--- config.mk ---
export PLATFORM = sky130hd
export DESIGN_NAME = canny_nms_frame_ctrl
export DESIGN_NICKNAME = d
export VERILOG_FILES = /design/src/rtl/canny_ctrl_pkg.sv /design/src/rtl/canny_geom_counter.sv /design/src/rtl/canny_nms_frame_ctrl.sv
export SDC_FILE = /design/constraint.sdc
export NUM_CORES = 1
export LEC_CHECK = 0
export BUFFER_PORTS_ARGS = -buffer_cell sky130_fd_sc_hd__buf_2
export CAP_MARGIN = 20
export CORE_MARGIN = 4
export CORE_UTILIZATION = 40
export DETAILED_ROUTE_END_ITERATION = 12
export PLACE_DENSITY = 0.57
export SLEW_MARGIN = 20
export SYNTH_ARGS = -nofsm -noshare
export SYNTH_HDL_FRONTEND = slang
export SYNTH_SLANG_ARGS = --single-unit
--- constraint.sdc ---
create_clock -name clk -period 7.2 [get_ports clk]
set_input_delay 1.08 -clock clk [delete_from_list [all_inputs] [get_ports clk]]
set_output_delay 1.08 -clock clk [all_outputs]
set_load 0.05 [all_outputs]
--- src/rtl/canny_ctrl_pkg.sv ---
// Shared widths, controller state encoding and the per-frame configuration record
// for the Canny NMS frame controller.
package canny_ctrl_pkg;

  localparam int DEF_W_DIM = 12;
  localparam int DEF_W_THR = 10;
  localparam int DEF_W_CNT = 22;

  typedef enum logic [1:0] {
    IDLE   = 2'd0,
    ARMED  = 2'd1,
    ACTIVE = 2'd2,
    DONE   = 2'd3
  } ctrl_state_t;

  typedef struct packed {
    logic [DEF_W_DIM-1:0] width;
    logic [DEF_W_DIM-1:0] height;
    logic [DEF_W_THR-1:0] hi;
    logic [DEF_W_THR-1:0] lo;
  } frame_cfg_t;

endpackage

--- src/rtl/canny_geom_counter.sv ---
// Row/column tracker for the NMS output stream: border mask for the 3x3 window
// and a geometry-mismatch flag accumulated over the frame.
module canny_geom_counter
  import canny_ctrl_pkg::*;
#(
  parameter int W_DIM = DEF_W_DIM
) (
  input  logic             clk,
  input  logic             rst_s,
  input  logic             i_clear,
  input  logic             i_enable,
  input  logic [W_DIM-1:0] i_width,
  input  logic [W_DIM-1:0] i_height,
  input  logic             i_href,
  input  logic             i_clken,
  output logic             o_mask,
  output logic             o_mismatch
);

  localparam logic [W_DIM-1:0] DIM_MAX = '1;

  logic [W_DIM-1:0] r_row;
  logic [W_DIM-1:0] r_col;
  logic             r_href_d;
  logic             r_line_err;
  logic             w_href_fall;
  logic             w_degen;

  assign w_href_fall = r_href_d & ~i_href;

  always_ff @(posedge clk) begin
    if (rst_s) begin
      r_row      <= '0;
      r_col      <= '0;
      r_href_d   <= 1'b0;
      r_line_err <= 1'b0;
    end else begin
      r_href_d <= i_href;
      if (i_clear) begin
        r_row      <= '0;
        r_col      <= '0;
        r_line_err <= 1'b0;
      end else if (i_enable) begin
        if (w_href_fall) begin
          r_col <= '0;
          if (r_row != DIM_MAX) r_row <= r_row + W_DIM'(1);
          if (r_col != i_width) r_line_err <= 1'b1;
        end else if (i_href && i_clken && (r_col != DIM_MAX)) begin
          r_col <= r_col + W_DIM'(1);
        end
      end
    end
  end

  // Below 3x3 the window never fits, so the whole frame is masked.
  assign w_degen    = (i_width < W_DIM'(3)) | (i_height < W_DIM'(3));
  assign o_mask     = w_degen
                    | (r_row == '0) | (r_row == i_height - W_DIM'(1))
                    | (r_col == '0) | (r_col == i_width - W_DIM'(1))
                    | (r_col >= i_width);
  assign o_mismatch = r_line_err | (r_row != i_height);

endmodule

--- src/rtl/canny_nms_frame_ctrl.sv ---
// Frame controller after Canny NMS: double-buffered config applied at frame start,
// border masking, per-frame edge count and geometry check.
module canny_nms_frame_ctrl
  import canny_ctrl_pkg::*;
#(
  parameter int W_DIM = DEF_W_DIM,
  parameter int W_THR = DEF_W_THR,
  parameter int W_CNT = DEF_W_CNT
) (
  input  logic             clk,
  input  logic             rst_s,
  input  logic             cfg_valid,
  output logic             cfg_ready,
  input  logic [W_DIM-1:0] cfg_width,
  input  logic [W_DIM-1:0] cfg_height,
  input  logic [W_THR-1:0] cfg_hi_thr,
  input  logic [W_THR-1:0] cfg_lo_thr,
  input  logic             in_vsync,
  input  logic             in_href,
  input  logic             in_clken,
  input  logic [1:0]       in_max_g,
  output logic             out_vsync,
  output logic             out_href,
  output logic             out_clken,
  output logic [1:0]       out_max_g,
  output logic [W_THR-1:0] thr_hi,
  output logic [W_THR-1:0] thr_lo,
  output logic             frame_done,
  output logic [W_CNT-1:0] edge_count,
  output logic             geom_err
);

  localparam logic [W_CNT-1:0] CNT_MAX = '1;

  ctrl_state_t      r_state;
  frame_cfg_t       r_shadow;
  frame_cfg_t       r_active;
  logic             r_out_vsync;
  logic             r_out_href;
  logic             r_out_clken;
  logic [1:0]       r_out_max_g;
  logic             r_frame_done;
  logic             r_geom_err;
  logic [W_CNT-1:0] r_edge_count;
  logic [W_CNT-1:0] r_cnt_run;

  logic             w_cfg_accept;
  logic             w_vsync_rise;
  logic             w_vsync_fall;
  logic             w_clear;
  logic             w_enable;
  logic             w_mask;
  logic             w_mismatch;
  logic [1:0]       w_max_g;

  assign cfg_ready    = 1'b1;
  assign w_cfg_accept = cfg_valid & cfg_ready;
  // The delayed vsync output doubles as the edge-detect history.
  assign w_vsync_rise = in_vsync & ~r_out_vsync;
  assign w_vsync_fall = ~in_vsync & r_out_vsync;
  assign w_clear      = (r_state == ARMED) & w_vsync_rise;
  assign w_enable     = (r_state == ACTIVE);
  assign w_max_g      = (w_enable && !w_mask) ? in_max_g : 2'b00;

  canny_geom_counter #(
    .W_DIM (W_DIM)
  ) u_geom (
    .clk        (clk),
    .rst_s      (rst_s),
    .i_clear    (w_clear),
    .i_enable   (w_enable),
    .i_width    (r_active.width),
    .i_height   (r_active.height),
    .i_href     (in_href),
    .i_clken    (in_clken),
    .o_mask     (w_mask),
    .o_mismatch (w_mismatch)
  );

  always_ff @(posedge clk) begin
    if (rst_s) begin
      r_out_vsync <= 1'b0;
      r_out_href  <= 1'b0;
      r_out_clken <= 1'b0;
      r_out_max_g <= 2'b00;
    end else begin
      r_out_vsync <= in_vsync;
      r_out_href  <= in_href;
      r_out_clken <= in_clken;
      r_out_max_g <= w_max_g;
    end
  end

  always_ff @(posedge clk) begin
    if (rst_s) begin
      r_state      <= IDLE;
      r_shadow     <= '0;
      r_active     <= '0;
      r_cnt_run    <= '0;
      r_edge_count <= '0;
      r_geom_err   <= 1'b0;
      r_frame_done <= 1'b0;
    end else begin
      r_frame_done <= 1'b0;
      if (w_cfg_accept) begin
        r_shadow <= '{width: cfg_width, height: cfg_height, hi: cfg_hi_thr, lo: cfg_lo_thr};
      end
      case (r_state)
        IDLE: begin
          if (w_cfg_accept) r_state <= ARMED;
        end
        ARMED: begin
          // Old shadow is taken; a same-cycle accept waits for the next frame.
          if (w_vsync_rise) begin
            r_active  <= r_shadow;
            r_cnt_run <= '0;
            r_state   <= ACTIVE;
          end
        end
        ACTIVE: begin
          if (in_clken && (w_max_g != 2'b00) && (r_cnt_run != CNT_MAX)) begin
            r_cnt_run <= r_cnt_run + W_CNT'(1);
          end
          if (w_vsync_fall) r_state <= DONE;
        end
        DONE: begin
          r_frame_done <= 1'b1;
          r_edge_count <= r_cnt_run;
          r_geom_err   <= w_mismatch;
          r_state      <= ARMED;
        end
        default: r_state <= IDLE;
      endcase
    end
  end

  assign out_vsync  = r_out_vsync;
  assign out_href   = r_out_href;
  assign out_clken  = r_out_clken;
  assign out_max_g  = r_out_max_g;
  assign thr_hi     = r_active.hi;
  assign thr_lo     = r_active.lo;
  assign frame_done = r_frame_done;
  assign edge_count = r_edge_count;
  assign geom_err   = r_geom_err;

endmodule

* Yosys cells after proc, flatten, opt, wreduce, memory -nomap -nowiden *
Index checks and enable logic that the tools add are counted.

word-level totals
  bits in registers = 166
  bits in latches = 0
  RAM bits = 0
  ROM bits = 0
  memories kept = 0

cells by class
  add/sub/neg operators = 5
  $mul = 0
  divide/modulo/power cells = 0
  $lt $le $gt $ge = 3
  equality and inequality tests = 14
  shifts and indexed selects = 0
  multiplexer cells = 11
  bitwise operators = 14
  reductions and logical operators = 19

operators with widths
  cell                                                         count
  two-way mux 22 bit                                           2
  one-hot mux 22 bit (2 select lines)                          1
  adder 12 x 1 -> 12 bit, second input constant                2
  equality test 12 bit                                         2
  logical NOT 12 bit                                           2
  less-than comparator 12 x 2 -> 1 bit, second input constant  2
  two-way mux 12 bit                                           2
  inequality test 12 bit                                       2
  inequality test 12 bit, second input constant                2
  subtractor 12 x 1 -> 12 bit, second input constant           2
  adder 22 x 1 -> 22 bit, second input constant                1
  inequality test 22 bit, second input constant                1
  greater-or-equal comparator 12 bit                           1
  AND reduction 3 bit                                          4
  two-way mux 2 bit                                            4
  one-hot mux 2 bit (4 select lines)                           1
  bitwise OR 1 bit                                             7
  inequality test 2 bit, second input constant                 3
  nonzero test 2 bit                                           3
  logical AND 1 bit                                            5
  bitwise AND 1 bit                                            4
  equality test 2 bit, second input constant                   2
  AND reduction 2 bit                                          2
  inverter 1 bit                                               3
  6 further kinds                                              6

* Depth between registers and ports, before layout *
  depth in word-level cells = 15
  mapped depth = 12

* Modules after synthesis *
A second synthesis with hierarchy kept.

second synthesis, totals
  cells, all modules = 958
  area total of the unflattened synthesis = 8,165.3 sq um

by module, submodules not included
  module                times used  cells each  area an instance (sq um)  seq. area each (sq um)
  canny_nms_frame_ctrl  1           637         5,677.9                   2,822.7
  canny_geom_counter    1           321         2,487.4                   520.5

* Worst setup path before layout *
No wires, ideal clock.

  path type = in2reg
  start = input in_href
  end = register u_geom.r_row[7]
  setup time = 0.070 ns
  data arrival time = 2.600 ns
  data required time = 7.130 ns
  slack = 4.530 ns
  stages = 7
  cells stage by stage = or3_1 > clkinv_1 > o21ai_1 > or3_1 > clkbuf_1 > or3_1 > a21oi_1

between the ends
  word-level cells in the longest chain between the ends = 3

ends and longest elaborated chain
  element                               RTL line                    source
  start, declared                       canny_nms_frame_ctrl.sv:19  input logic in_href,
  inverter 1 bit                        canny_geom_counter.sv:29    assign w_href_fall = r_href_d & ~i_href;
  bitwise AND 1 bit                     canny_geom_counter.sv:29
  AND reduction 3 bit (no source line)  n/a
  end signal, assigned                  canny_geom_counter.sv:46    if (r_row != DIM_MAX) r_row <= r_row + W_DIM'(1);
  end, declared                         canny_geom_counter.sv:22    logic [W_DIM-1:0] r_row;

Every way passes these cells.
A chain may end at the register's enable or synchronous reset.

* Worst setup path after layout *
  start = register r_active[20] (netlist bit)
  end = register r_cnt_run[20]

between the ends
  word-level cells in the longest chain between the ends = 15
  elaborated cells between the ends (all ways) = 17
  those cells by class = add/sub: 1; order compare: 1; eq/ne: 2; mux: 1; bitwise: 6; reduce/logical: 6

ends and longest elaborated chain
  element                                                              RTL line                     source
  start, declared                                                      canny_nms_frame_ctrl.sv:37   frame_cfg_t r_active;
  start signal, assigned                                               canny_nms_frame_ctrl.sv:115  r_active <= r_shadow;
  branches (longest 3 deep; another with subtractor 12 x 1 -> 12 bit)  n/a
  bitwise OR 1 bit (*)                                                 canny_geom_counter.sv:58     | (r_row == '0) | (r_row == i_height - W_DIM'(1))
  bitwise OR 1 bit (*) (2 in a row)                                    canny_geom_counter.sv:59     | (r_col == '0) | (r_col == i_width - W_DIM'(1))
  bitwise OR 1 bit (*)                                                 canny_geom_counter.sv:60     | (r_col >= i_width);
  logical NOT 1 bit (*)                                                canny_nms_frame_ctrl.sv:63   assign w_max_g = (w_enable && !w_mask) ? in_max_g : 2'b00;
  logical AND 1 bit (*)                                                canny_nms_frame_ctrl.sv:63
  two-way mux 2 bit (*)                                                canny_nms_frame_ctrl.sv:63
  nonzero test 2 bit (*)                                               canny_nms_frame_ctrl.sv:121  if (in_clken && (w_max_g != 2'b00) && (r_cnt_run != CNT_MAX)) begin
  logical AND 1 bit (*) (2 in a row)                                   canny_nms_frame_ctrl.sv:121
  inequality test 2 x 1 -> 1 bit (no source line) (*)                  n/a
  AND reduction 3 bit (no source line) (*)                             n/a
  end signal, assigned                                                 canny_nms_frame_ctrl.sv:122  r_cnt_run <= r_cnt_run + W_CNT'(1);
  end, declared                                                        canny_nms_frame_ctrl.sv:45   logic [W_CNT-1:0] r_cnt_run;

Mark *: on every way between the ends.

==> results.ini <==
[final_layout]
layout-drive-gt1-share=0.150
area_growth_pct=13.6
nNetsFinal=1070
postLayoutCellArea_mm2=0.00907
antenna_cells=0
fill_cells=1941

[detailed_routing]
routed_wl_um=18500
drc=0
dr.pass1.iters=5
vias=6432
ant_nets=0
routed_via_density=5.06
wl_per_cell_um=14.6
drtIter0Drc=401

[global_route]
grt_pass1_wl_um=31100
grt_pass1_vias=6101
busiest_layer=met2
antenna_found_initial=0
grt.met2_usage=0.277
use_met1=0.230
grt_max_degree=81
use_met3=0.0410
grt-ovfl-total=0
grt_usage=0.172

[worst_hold_path]
hp-class=reg2reg

[critical_path]
crit_chain=inv_1 -> ha_1 -> nor3b_1 -> a32oi_1 -> nor4b_4 -> nand4_4 -> a31oi_4 -> o21ai_0 -> a21oi_1
cp_slowest_cell=a31oi_4
startpoint_type=flip-flop
cp_max_fo=41
crit_required_ps=7560
critPathMaxStageDelay_ps=760
crit_path_end_kind=flip-flop
cp.arrival_ps=3670
criticalPathCategory=reg2reg

[flow_run]
maxCapViolCount=0

[pwr]
p_comb_frac=0.160
p_seq_frac=0.432
peakVddDrop_mv=0.176
p_sw_w=0.000664
pwr_density_cell_mw_per_mm2=250
sw_frac_of_total=0.293
p_total_w=0.00227
power.leakage_nw=3.63
pwr-share-clk=0.407
power.internal_w=0.00161

[sta]
setup-tns-final_ps=0
slew_headroom=0.392
fmax_ghz=0.302
worstMarginPinSlew_ps=912
final.period_utilization=0.459
fin_skew_ps=14.3
finalMaxSlewViolations=0
setup_violations=0
final.min_clock_period_ps=3310
hold_violations=0
rsz0062_at_grt=no

[logic_synthesis]
ys_seq_area_frac=0.416
ys_types=63
synth.most_common_cell=dfxtp_1
async_flop_share=0
synthesis.area_mm2=0.00799
syn_avg_cell_area_um2=8.46
synth_seq_cells=166
synthCells=944
synth_ff_type=dfxtp_1
synth_edf_count=0
synth.area.top_cells=dfxtp_1, mux2i_1, nand2_1
netlist.area_leader.share=0.416
synth_commonest_cells=dfxtp_1, nand2_1, nor2_1
yosys.area.top_type=dfxtp_1
syn-num-nets=1022
yosys_warnings=0

[clock_tree]
clk_pin_slew_ps=70
postCtsHoldBufs=0
cts_max_level=4
clock_sinks=166
numCtsBuffers=17
cts_setup_buffers=0
cts_root_buffer=clkbuf_16
clockBufferDepth=2
cts_resized=0
clock_latency_ps=430
tritoncts=done

[floorplan]
die-area_mm2=0.0223
dieHeight_um=149
ios=102
num_rows=51
core_area_mm2=0.0195
fp.dieW_um=149
initial_core_util=0.409

[placement]
place_hpwl_um=12800
gp_congestion=0.895
io_buffers=100
dpl_cell_area_mm2=0.00848

[run_status]
outcome=complete, no violations

sequential cells by signal (all words and copies together), names as in the netlist, 2 cells and up:
name and flops:
r_cnt_run 22, r_active 24, r_shadow 44, u_geom.r_col 12, out_max_g 2, u_geom.r_row 12
r_state 2, thr_hi 10, thr_lo 10, edge_count 22
cell usage in the layout (no fill, tap or decap), types with 4 or more instances in the layout:
cell type  Yosys  routed
or2_2          4       4
nand2b_1       8       8
nor2b_1        5       5
or4_1         12      12
nand3_1       21      21
or3_1         26      26
nor2_1       105     104
clkbuf_16      0      17
and2_1         4       4
nand2_1      118     118
a31oi_1        6       6
buf_2          7      99
o31ai_1        8       8
o21ai_0       23      23
dfxtp_1      166     166
nand4_1       19      19
ha_1          26      26
nor3_1        13      13
xor2_1        19      19
a21oi_1       82      82
nor4_1         9       9
xnor2_1       25      25
mux2i_1       68      68
o211ai_1       4       4
a21o_1         4       4
and3_1        10      10
inv_1         31      31
buf_4         21       5
o21ai_1        8       8
power groups by stage:
stage	Sequential, W	Combinational (W)	Clock (W)
3_3_place_gp	0.00100	0.000365	0
4_1_cts	0.000981	0.000368	0.000950
2_1_floorplan	0.00100	0.000291	0
6_report	0.000981	0.000364	0.000925
3_5_place_dp	0.00100	0.000366	0
5_1_grt	0.000986	0.000407	0.000986
worst paths after layout:
check | start | to | slack [ps] | cells after the start
setup reg to reg | r_active[20]$_SDFFE_PP0P_ | r_cnt_run[20]$_SDFFE_PP0P_ | 3890 | 9
setup / recovery | r_active[20]$_SDFFE_PP0P_ | r_cnt_run[20]$_SDFFE_PP0P_ | 3890 | 9
hold / removal | thr_hi[0]$_SDFFE_PP0P_ | thr_hi[0]$_SDFFE_PP0P_ | 450 | 2
hold reg to reg | thr_hi[0]$_SDFFE_PP0P_ | thr_hi[0]$_SDFFE_PP0P_ | 450 | 2
routing by layer:
metal | vias to the layer above | wire [um]
li1 | 3328 | -
met5 | - | 0
met3 | 20 | 802
met4 | 0 | 246
met2 | 135 | 8650
met1 | 2949 | 8820
area by class of cell:
cell class,count,area [um2],share of cell area
Clock inverter,13,144,0.0159
Multi-Input combinational cell,669,4160,0.459
Tap cell,265,332,0.0365
Sequential cell,166,3320,0.366
Clock buffer,19,453,0.0499
Inverter,34,128,0.0141
Timing Repair Buffer,104,533,0.0587
stage by stage:
stage                     worst slack [ps]  hold slack [ps]   util  instances
after floorplan                       4530              431      -        944
after detailed placement              3650              444  0.434       1238
final                                 3890              450  0.465       1270
after CTS                             3930              453  0.465       1270
after global routing                  3540              475  0.465       1270
after global placement                3720              439  0.434       1238
worst max-delay path: cells and delay by family (launching register included):
kind | cells | cell delay [ps]
AO/OA/AOI/OAI | 4 | 1410
AND/OR/NAND/NOR | 3 | 1160
flip-flops | 1 | 380
adder cells (fa/ha/maj) | 1 | 200
buffers and inverters | 1 | 80
cells by family after synthesis:
| group | share of synthesized area |
|---|---|
| xor gates and xnor gates | 0.0482 |
| AOI/OAI and AO/OA | 0.113 |
| and+or+nand+nor | 0.232 |
| other | 0.000469 |
| adders and majority gates | 0.0407 |
| buffers and inverters | 0.0640 |
| muxes | 0.0852 |
| DFF | 0.416 |
(Power assumes the default switching activity.)
